<file path="config.mk">
export PLATFORM = sky130hd
export DESIGN_NAME = wrr_arbiter
export DESIGN_NICKNAME = d
export VERILOG_FILES = /design/src/rtl/wrr_arbiter_pkg.sv /design/src/rtl/wrr_arbiter_rot_prio_pick.sv /design/src/rtl/wrr_arbiter.sv
export SDC_FILE = /design/constraint.sdc
export NUM_CORES = 1
export LEC_CHECK = 0
export CORE_AREA = 2 2 92 94
export DETAILED_ROUTE_END_ITERATION = 6
export DIE_AREA = 0 0 94 96
export GPL_TIMING_DRIVEN = 1
export HOLD_SLACK_MARGIN = 0.08
export PLACE_DENSITY = 0.82
export SYNTH_ARGS = -nofsm -noshare
export SYNTH_HDL_FRONTEND = slang
export SYNTH_HIERARCHICAL = 1
export SYNTH_SLANG_ARGS = --single-unit
export TNS_END_PERCENT = 5
</file>
<file path="constraint.sdc">
create_clock -name clk -period 19.55 [get_ports clk]
set_input_delay 3.91 -clock clk [delete_from_list [all_inputs] [get_ports clk]]
set_output_delay 3.91 -clock clk [all_outputs]
set_load 0.02 [all_outputs]
</file>
<file path="src/rtl/wrr_arbiter_pkg.sv">
// Shared types and helpers for the weighted round-robin arbiter.
// The optional per-requester weighting is enabled by WRR_ARBITER_WEIGHT_EN.
package wrr_arbiter_pkg;

  typedef enum logic [0:0] {
    IDLE = 1'b0,
    BUSY = 1'b1
  } arb_state_t;

  localparam int DEF_NUM_REQ  = 10;
  localparam int DEF_WEIGHT_W = 4;
  localparam int MAX_WEIGHT_W = 16;

  // A zero weight still grants one transfer so a requester can never starve itself.
  function automatic logic [MAX_WEIGHT_W-1:0] clamp_weight(input logic [MAX_WEIGHT_W-1:0] w);
    logic [MAX_WEIGHT_W-1:0] r;
    if (w == 16'd0) begin
      r = 16'd1;
    end else begin
      r = w;
    end
    return r;
  endfunction

endpackage

</file>
<file path="src/rtl/wrr_arbiter_rot_prio_pick.sv">
// Combinational rotating fixed-priority picker: the lowest requesting index
// at or after ptr wins, wrapping from NUM_REQ-1 back to 0.
module rot_prio_pick
  import wrr_arbiter_pkg::*;
#(
  parameter int NUM_REQ = DEF_NUM_REQ,
  parameter int IDX_W   = $clog2(NUM_REQ)
) (
  input  logic [NUM_REQ-1:0] req,
  input  logic [IDX_W-1:0]   ptr,
  output logic [NUM_REQ-1:0] onehot,
  output logic [IDX_W-1:0]   idx,
  output logic               any
);

  function automatic logic [IDX_W-1:0] wrap_add(input logic [IDX_W-1:0] p, input int i);
    int s;
    s = int'(p) + i;
    if (s >= NUM_REQ) begin
      s = s - NUM_REQ;
    end else begin
      s = s;
    end
    return IDX_W'(s);
  endfunction

  logic [IDX_W-1:0] cand_s;
  logic             hit_s;

  // Scan candidates in priority order and keep the first one that requests.
  always_comb begin
    onehot = {NUM_REQ{1'b0}};
    idx    = {IDX_W{1'b0}};
    any    = 1'b0;
    cand_s = {IDX_W{1'b0}};
    hit_s  = 1'b0;
    for (int i = 0; i < NUM_REQ; i++) begin
      cand_s = wrap_add(ptr, i);
      hit_s  = ~any & req[cand_s];
      idx    = hit_s ? cand_s : idx;
      any    = any | hit_s;
    end
    if (any) begin
      onehot[idx] = 1'b1;
    end else begin
      onehot = {NUM_REQ{1'b0}};
    end
  end

endmodule

</file>
<file path="src/rtl/wrr_arbiter.sv">
// Weighted round-robin arbiter with multi-beat grant hold and registered grants.
// Define WRR_ARBITER_WEIGHT_EN to honour per-requester weights; otherwise plain round-robin.
module wrr_arbiter
  import wrr_arbiter_pkg::*;
#(
  parameter int NUM_REQ  = DEF_NUM_REQ,
  parameter int WEIGHT_W = DEF_WEIGHT_W,
  parameter int IDX_W    = $clog2(NUM_REQ)
) (
  input  logic                         clk,
  input  logic                         rst,
  input  logic [NUM_REQ-1:0]           req,
  input  logic [NUM_REQ-1:0]           req_last,
  input  logic [NUM_REQ*WEIGHT_W-1:0]  weight,
  input  logic                         gnt_ready,
  output logic [NUM_REQ-1:0]           gnt,
  output logic                         gnt_valid,
  output logic [IDX_W-1:0]             gnt_idx
);

  arb_state_t         state_r, state_nxt_s;
  logic [IDX_W-1:0]   ptr_r, ptr_nxt_s;
  logic [IDX_W-1:0]   owner_r, owner_nxt_s, owner_inc_s;
  logic [IDX_W-1:0]   pick_ptr_s, pick_idx_s;
  logic [NUM_REQ-1:0] pick_onehot_s;
  logic               pick_any_s;
  logic [NUM_REQ-1:0] gnt_r, gnt_nxt_s;
  logic               gnt_valid_r, gnt_valid_nxt_s;
  logic               busy_s, owner_req_s, xfer_end_s;
  logic               keep_s, load_s, dec_s;

  assign busy_s      = (state_r == BUSY);
  assign owner_req_s = req[owner_r];
  assign xfer_end_s  = busy_s & owner_req_s & gnt_ready & req_last[owner_r];
  assign owner_inc_s = (owner_r == IDX_W'(NUM_REQ - 1)) ? {IDX_W{1'b0}} : owner_r + IDX_W'(1);
  // While busy the picker only matters on release, where the releasing owner becomes lowest priority.
  assign pick_ptr_s  = busy_s ? owner_inc_s : ptr_r;

  rot_prio_pick #(
    .NUM_REQ (NUM_REQ),
    .IDX_W   (IDX_W)
  ) u_pick (
    .req    (req),
    .ptr    (pick_ptr_s),
    .onehot (pick_onehot_s),
    .idx    (pick_idx_s),
    .any    (pick_any_s)
  );

`ifdef WRR_ARBITER_WEIGHT_EN
  logic [WEIGHT_W-1:0] credit_r;
  logic [WEIGHT_W-1:0] credit_load_s;
  logic [WEIGHT_W-1:0] weight_arr_s [NUM_REQ];

  for (genvar gi = 0; gi < NUM_REQ; gi++) begin : g_weight
    assign weight_arr_s[gi] = weight[gi*WEIGHT_W +: WEIGHT_W];
  end

  assign credit_load_s = WEIGHT_W'(clamp_weight(MAX_WEIGHT_W'(weight_arr_s[pick_idx_s])));
  assign keep_s        = (credit_r > WEIGHT_W'(1));

  // Credit counter: loaded at each grant, decremented on each completed transfer that keeps the grant.
  always_ff @(posedge clk) begin
    if (rst) begin
      credit_r <= WEIGHT_W'(0);
    end else if (load_s) begin
      credit_r <= credit_load_s;
    end else if (dec_s) begin
      credit_r <= credit_r - WEIGHT_W'(1);
    end else begin
      credit_r <= credit_r;
    end
  end
`else
  logic unused_weight_s;
  assign unused_weight_s = ^{weight, dec_s};
  assign keep_s          = 1'b0;
`endif

  // Next-state logic: grant from idle, hold across transfers, release with same-cycle regrant.
  always_comb begin
    state_nxt_s = state_r;
    owner_nxt_s = owner_r;
    ptr_nxt_s   = ptr_r;
    load_s      = 1'b0;
    dec_s       = 1'b0;
    case (state_r)
      IDLE: begin
        if (pick_any_s) begin
          state_nxt_s = BUSY;
          owner_nxt_s = pick_idx_s;
          load_s      = 1'b1;
        end else begin
          state_nxt_s = IDLE;
        end
      end
      BUSY: begin
        if (!owner_req_s || (xfer_end_s && !keep_s)) begin
          ptr_nxt_s = owner_inc_s;
          if (pick_any_s) begin
            owner_nxt_s = pick_idx_s;
            load_s      = 1'b1;
          end else begin
            state_nxt_s = IDLE;
          end
        end else if (xfer_end_s) begin
          dec_s = 1'b1;
        end else begin
          dec_s = 1'b0;
        end
      end
      default: begin
        state_nxt_s = IDLE;
      end
    endcase
  end

  // Output look-ahead so gnt and gnt_valid are registered yet track the new owner without a bubble.
  always_comb begin
    gnt_nxt_s       = {NUM_REQ{1'b0}};
    gnt_valid_nxt_s = (state_nxt_s == BUSY) & req[owner_nxt_s];
    if (load_s) begin
      gnt_nxt_s = pick_onehot_s;
    end else if (state_nxt_s == BUSY) begin
      gnt_nxt_s = gnt_r;
    end else begin
      gnt_nxt_s = {NUM_REQ{1'b0}};
    end
  end

  // State, pointer, owner and output registers.
  always_ff @(posedge clk) begin
    if (rst) begin
      state_r     <= IDLE;
      ptr_r       <= {IDX_W{1'b0}};
      owner_r     <= {IDX_W{1'b0}};
      gnt_r       <= {NUM_REQ{1'b0}};
      gnt_valid_r <= 1'b0;
    end else begin
      state_r     <= state_nxt_s;
      ptr_r       <= ptr_nxt_s;
      owner_r     <= owner_nxt_s;
      gnt_r       <= gnt_nxt_s;
      gnt_valid_r <= gnt_valid_nxt_s;
    end
  end

  assign gnt       = gnt_r;
  assign gnt_valid = gnt_valid_r;
  assign gnt_idx   = owner_r;

endmodule
</file>
==> summary.txt <==
Run status
  • Outcome: complete, no violations

Clock network
  • CTS max path bufs: 2
  • CTS tree: yes
  • # resized after CTS: 0
  • # hold bufs at CTS: 0
  • Sink Count: 20
  • Worst-path clk slew: 0.07 ns
  • Worst skew pair latency: 0.26 ns
  • CTS Buf Count: 3
  • Clk Tree Root Cell: clkbuf_8
  • H-tree depth: 1
  • Postcts setup bufs: 0

Worst setup path
  • Worst r2r src: gnt_idx[0]
  • Worst setup path startpoint: req[8]
  • Critical path class: input pin to flip-flop
  • Critical R2R Capture: gnt_valid
  • Reg2reg path depth: 21
  • Worst EP arrival: 8.29 ns
  • Critical path peak fanout: 16
  • Worst Setup EP: gnt_valid
  • Worst EP required: 19.70 ns
  • R2R setup slack: 12.30 ns
  • Startpoint types: input pin
  • CP Capture Type: flip-flop

Logic synthesis
  • Synth Register Bits: 20
  • Post-synthesis cell count: 568
  • Syn nets: 653
  • Leading area contributor after synthesis: dfxtp_1
  • Sequential area share after synthesis: 9.24%
  • Synth warn: 6
  • EDFF count, synth: 0
  • Synth Flop Type: dfxtp_1
  • Synthesized area per cell: 7.63 sq um
  • Netlist Area Pre-Place: 0.00433 sq mm
  • Top cells by count, synth: nand2_1, a21oi_1, nor2_1
  • Post-synthesis xor/xnor area fraction: 3.41%
  • Post-synth ARST share: 0%
  • Post-synthesis mux area share: 16.3%
  • Adder-cell share of the synthesized area: 6.53%
  • Distinct cells, synth: 94
  • Synth top area share: 9.24%
  • Synth Area in Compound Gates: 31.6%
  • Most frequent cell after synthesis: nand2_1
  • Post-Synth Simple-Gate Area: 26.2%
  • Top cells by area, synth: dfxtp_1, mux2i_1, ha_1
  • Largest family of logic cells by synthesized area: compound AO/OA/AOI/OAI gates

Timing
  • Rel. slew slack: 40.1%
  • RSZ-0062 raised after global routing: no
  • Setup violations, final: 0
  • Clock Skews: 0.00434 ns
  • Slew Limit Fails: 0
  • Tcrit/Tclk final: 41.7%
  • FMAX: 123 MHz
  • Final min period: 8.15 ns
  • Worst-margin pin slew: 0.891 ns
  • Final Hold Viols: 0
  • Setup TNS: 0 ns

Drt
  • Antenna-violating nets left: 0
  • Metal2 WL: 6050 um
  • Detailed Routing Iterations Pass 1: 6
  • Wire length per cell: 19.0 um
  • Routed metal-1 wirelength: 5370 um
  • Met3 wire length: 1230 um
  • DRC viols: 0
  • Via count: 4711
  • Top layer in use: met4
  • Via density: 6.88
  • Total Wirelength: 13000 um
  • DRT iter0 DRCs: 405

Run
  • Max cap viols: 0

Cells and area
  • Antenna Cells: 0
  • Final Core Density: 59.1%
  • Area grow syn2layout: 9.76%
  • Layout cells sized above 1: 12.1%
  • Nets: 667

Floorplan
  • Std cell rows: 33
  • Die Ht: 96 um
  • Die Area: 0.00902 sq mm
  • I/O pins: 78
  • Core area: 0.00805 sq mm
  • Initial Util: 53.8%
  • Chip Width: 94 um

Placement
  • IO Port Bufs: 37
  • Routability cong.: 0.999
  • Detailed Place HPWL: 9840 um

GRT
  • Global-route wire length before repair: 20700 um
  • Initial antenna violation count: 0
  • Vias in the first global route: 4227
  • Largest net degree at the start of global routing: 37
  • GRT Resource Usage Total: 28.3%
  • GRT Residual Overflow: 0

Worst hold path
  • Worst min path class: flip-flop to flip-flop
[cells in the final DEF, fill, tap and decap left out, types with 9 or more instances in the layout]
cell / count
a211oi_1: 10
a21oi_1: 40
clkdlybuf4s50_1: 37
dfxtp_1: 20
ha_1: 21
inv_1: 28
mux2i_1: 33
mux4_2: 10
nand2_1: 50
nand2b_1: 12
nand3_1: 23
nor2_1: 43
nor2b_1: 9
nor3_1: 9
o211ai_1: 13
o21ai_0: 22
xnor2_1: 12
[sequential cells by signal, summed over array words and instances (netlist names)]
| name | count |
|---|---|
| busy_s | 1 |
| gnt | 10 |
| gnt_idx | 4 |
| gnt_valid | 1 |
| ptr_r | 4 |
[cells by family (layout without fill, tap and decap cells)]
kind of cell / count (synthesis) / in the layout
buffers and inverters: 64 / 76
multiplexers: 55 / 55
flip-flops: 20 / 20
XOR/XNOR: 16 / 16
AND/OR/NAND/NOR: 210 / 210
AO/OA/AOI/OAI: 181 / 181
adder cells (fa/ha/maj): 22 / 22
[cell type report]
| cell class | count | area [sq um] |
|---|---|---|
| fillers | 742 | 3300 |
| multi-input cells | 484 | 3660 |
| inverters | 31 | 116 |
| repair buffers | 42 | 408 |
| clock buffers | 3 | 41.3 |
| well taps | 105 | 131 |
| flip-flops and latches | 20 | 400 |
[critical path, cell delays in order]
cell and delay (ns):
clkdlybuf4s50_1 0.54, mux2i_2 0.40, a2111oi_0 0.14, buf_4 0.18, a311oi_2 0.47, nor3b_1 0.63
nand3_1 0.63, inv_1 0.34, a31oi_4 0.11, o22ai_4 0.26, mux2_1 0.35, o2111ai_1 0.20
o22ai_1 0.11
[through the flow]
stage,hold WS (ns),worst slack [ns],instances,instance area [sq um]
floorplan,0.478,12.37,568,4330
global placement,0.443,11.32,682,4710
detailed placement,0.448,11.22,682,4710
CTS,0.457,11.48,685,4750
global route,0.488,11.13,685,4750
finish,0.456,11.40,685,4750
[routing by layer]
layer / up-vias / global-route usage, %
met5: - / 0
met2: 270 / 46.3
met3: 35 / 4.70
met1: 2217 / 38.1
met4: 0 / 8.82
li1: 2189 / -
[worst min path at each step]
| stage | to | from | slack [ns] | cells past startpoint |
|---|---|---|---|---|
| CTS | gnt[2] | gnt[2] | 0.46 | 2 |
| detailed placement | gnt[2] | gnt[2] | 0.45 | 2 |
| global placement | gnt[4] | gnt[4] | 0.44 | 2 |
| global route | gnt[4] | gnt[4] | 0.49 | 2 |
| floorplan | ptr_r[0] | ptr_r[0] | 0.48 | 2 |
| finish | gnt[2] | gnt[2] | 0.46 | 2 |
Power is not shown: default switching activity piles up to over one toggle a cycle in this logic, so the estimate is an artifact.
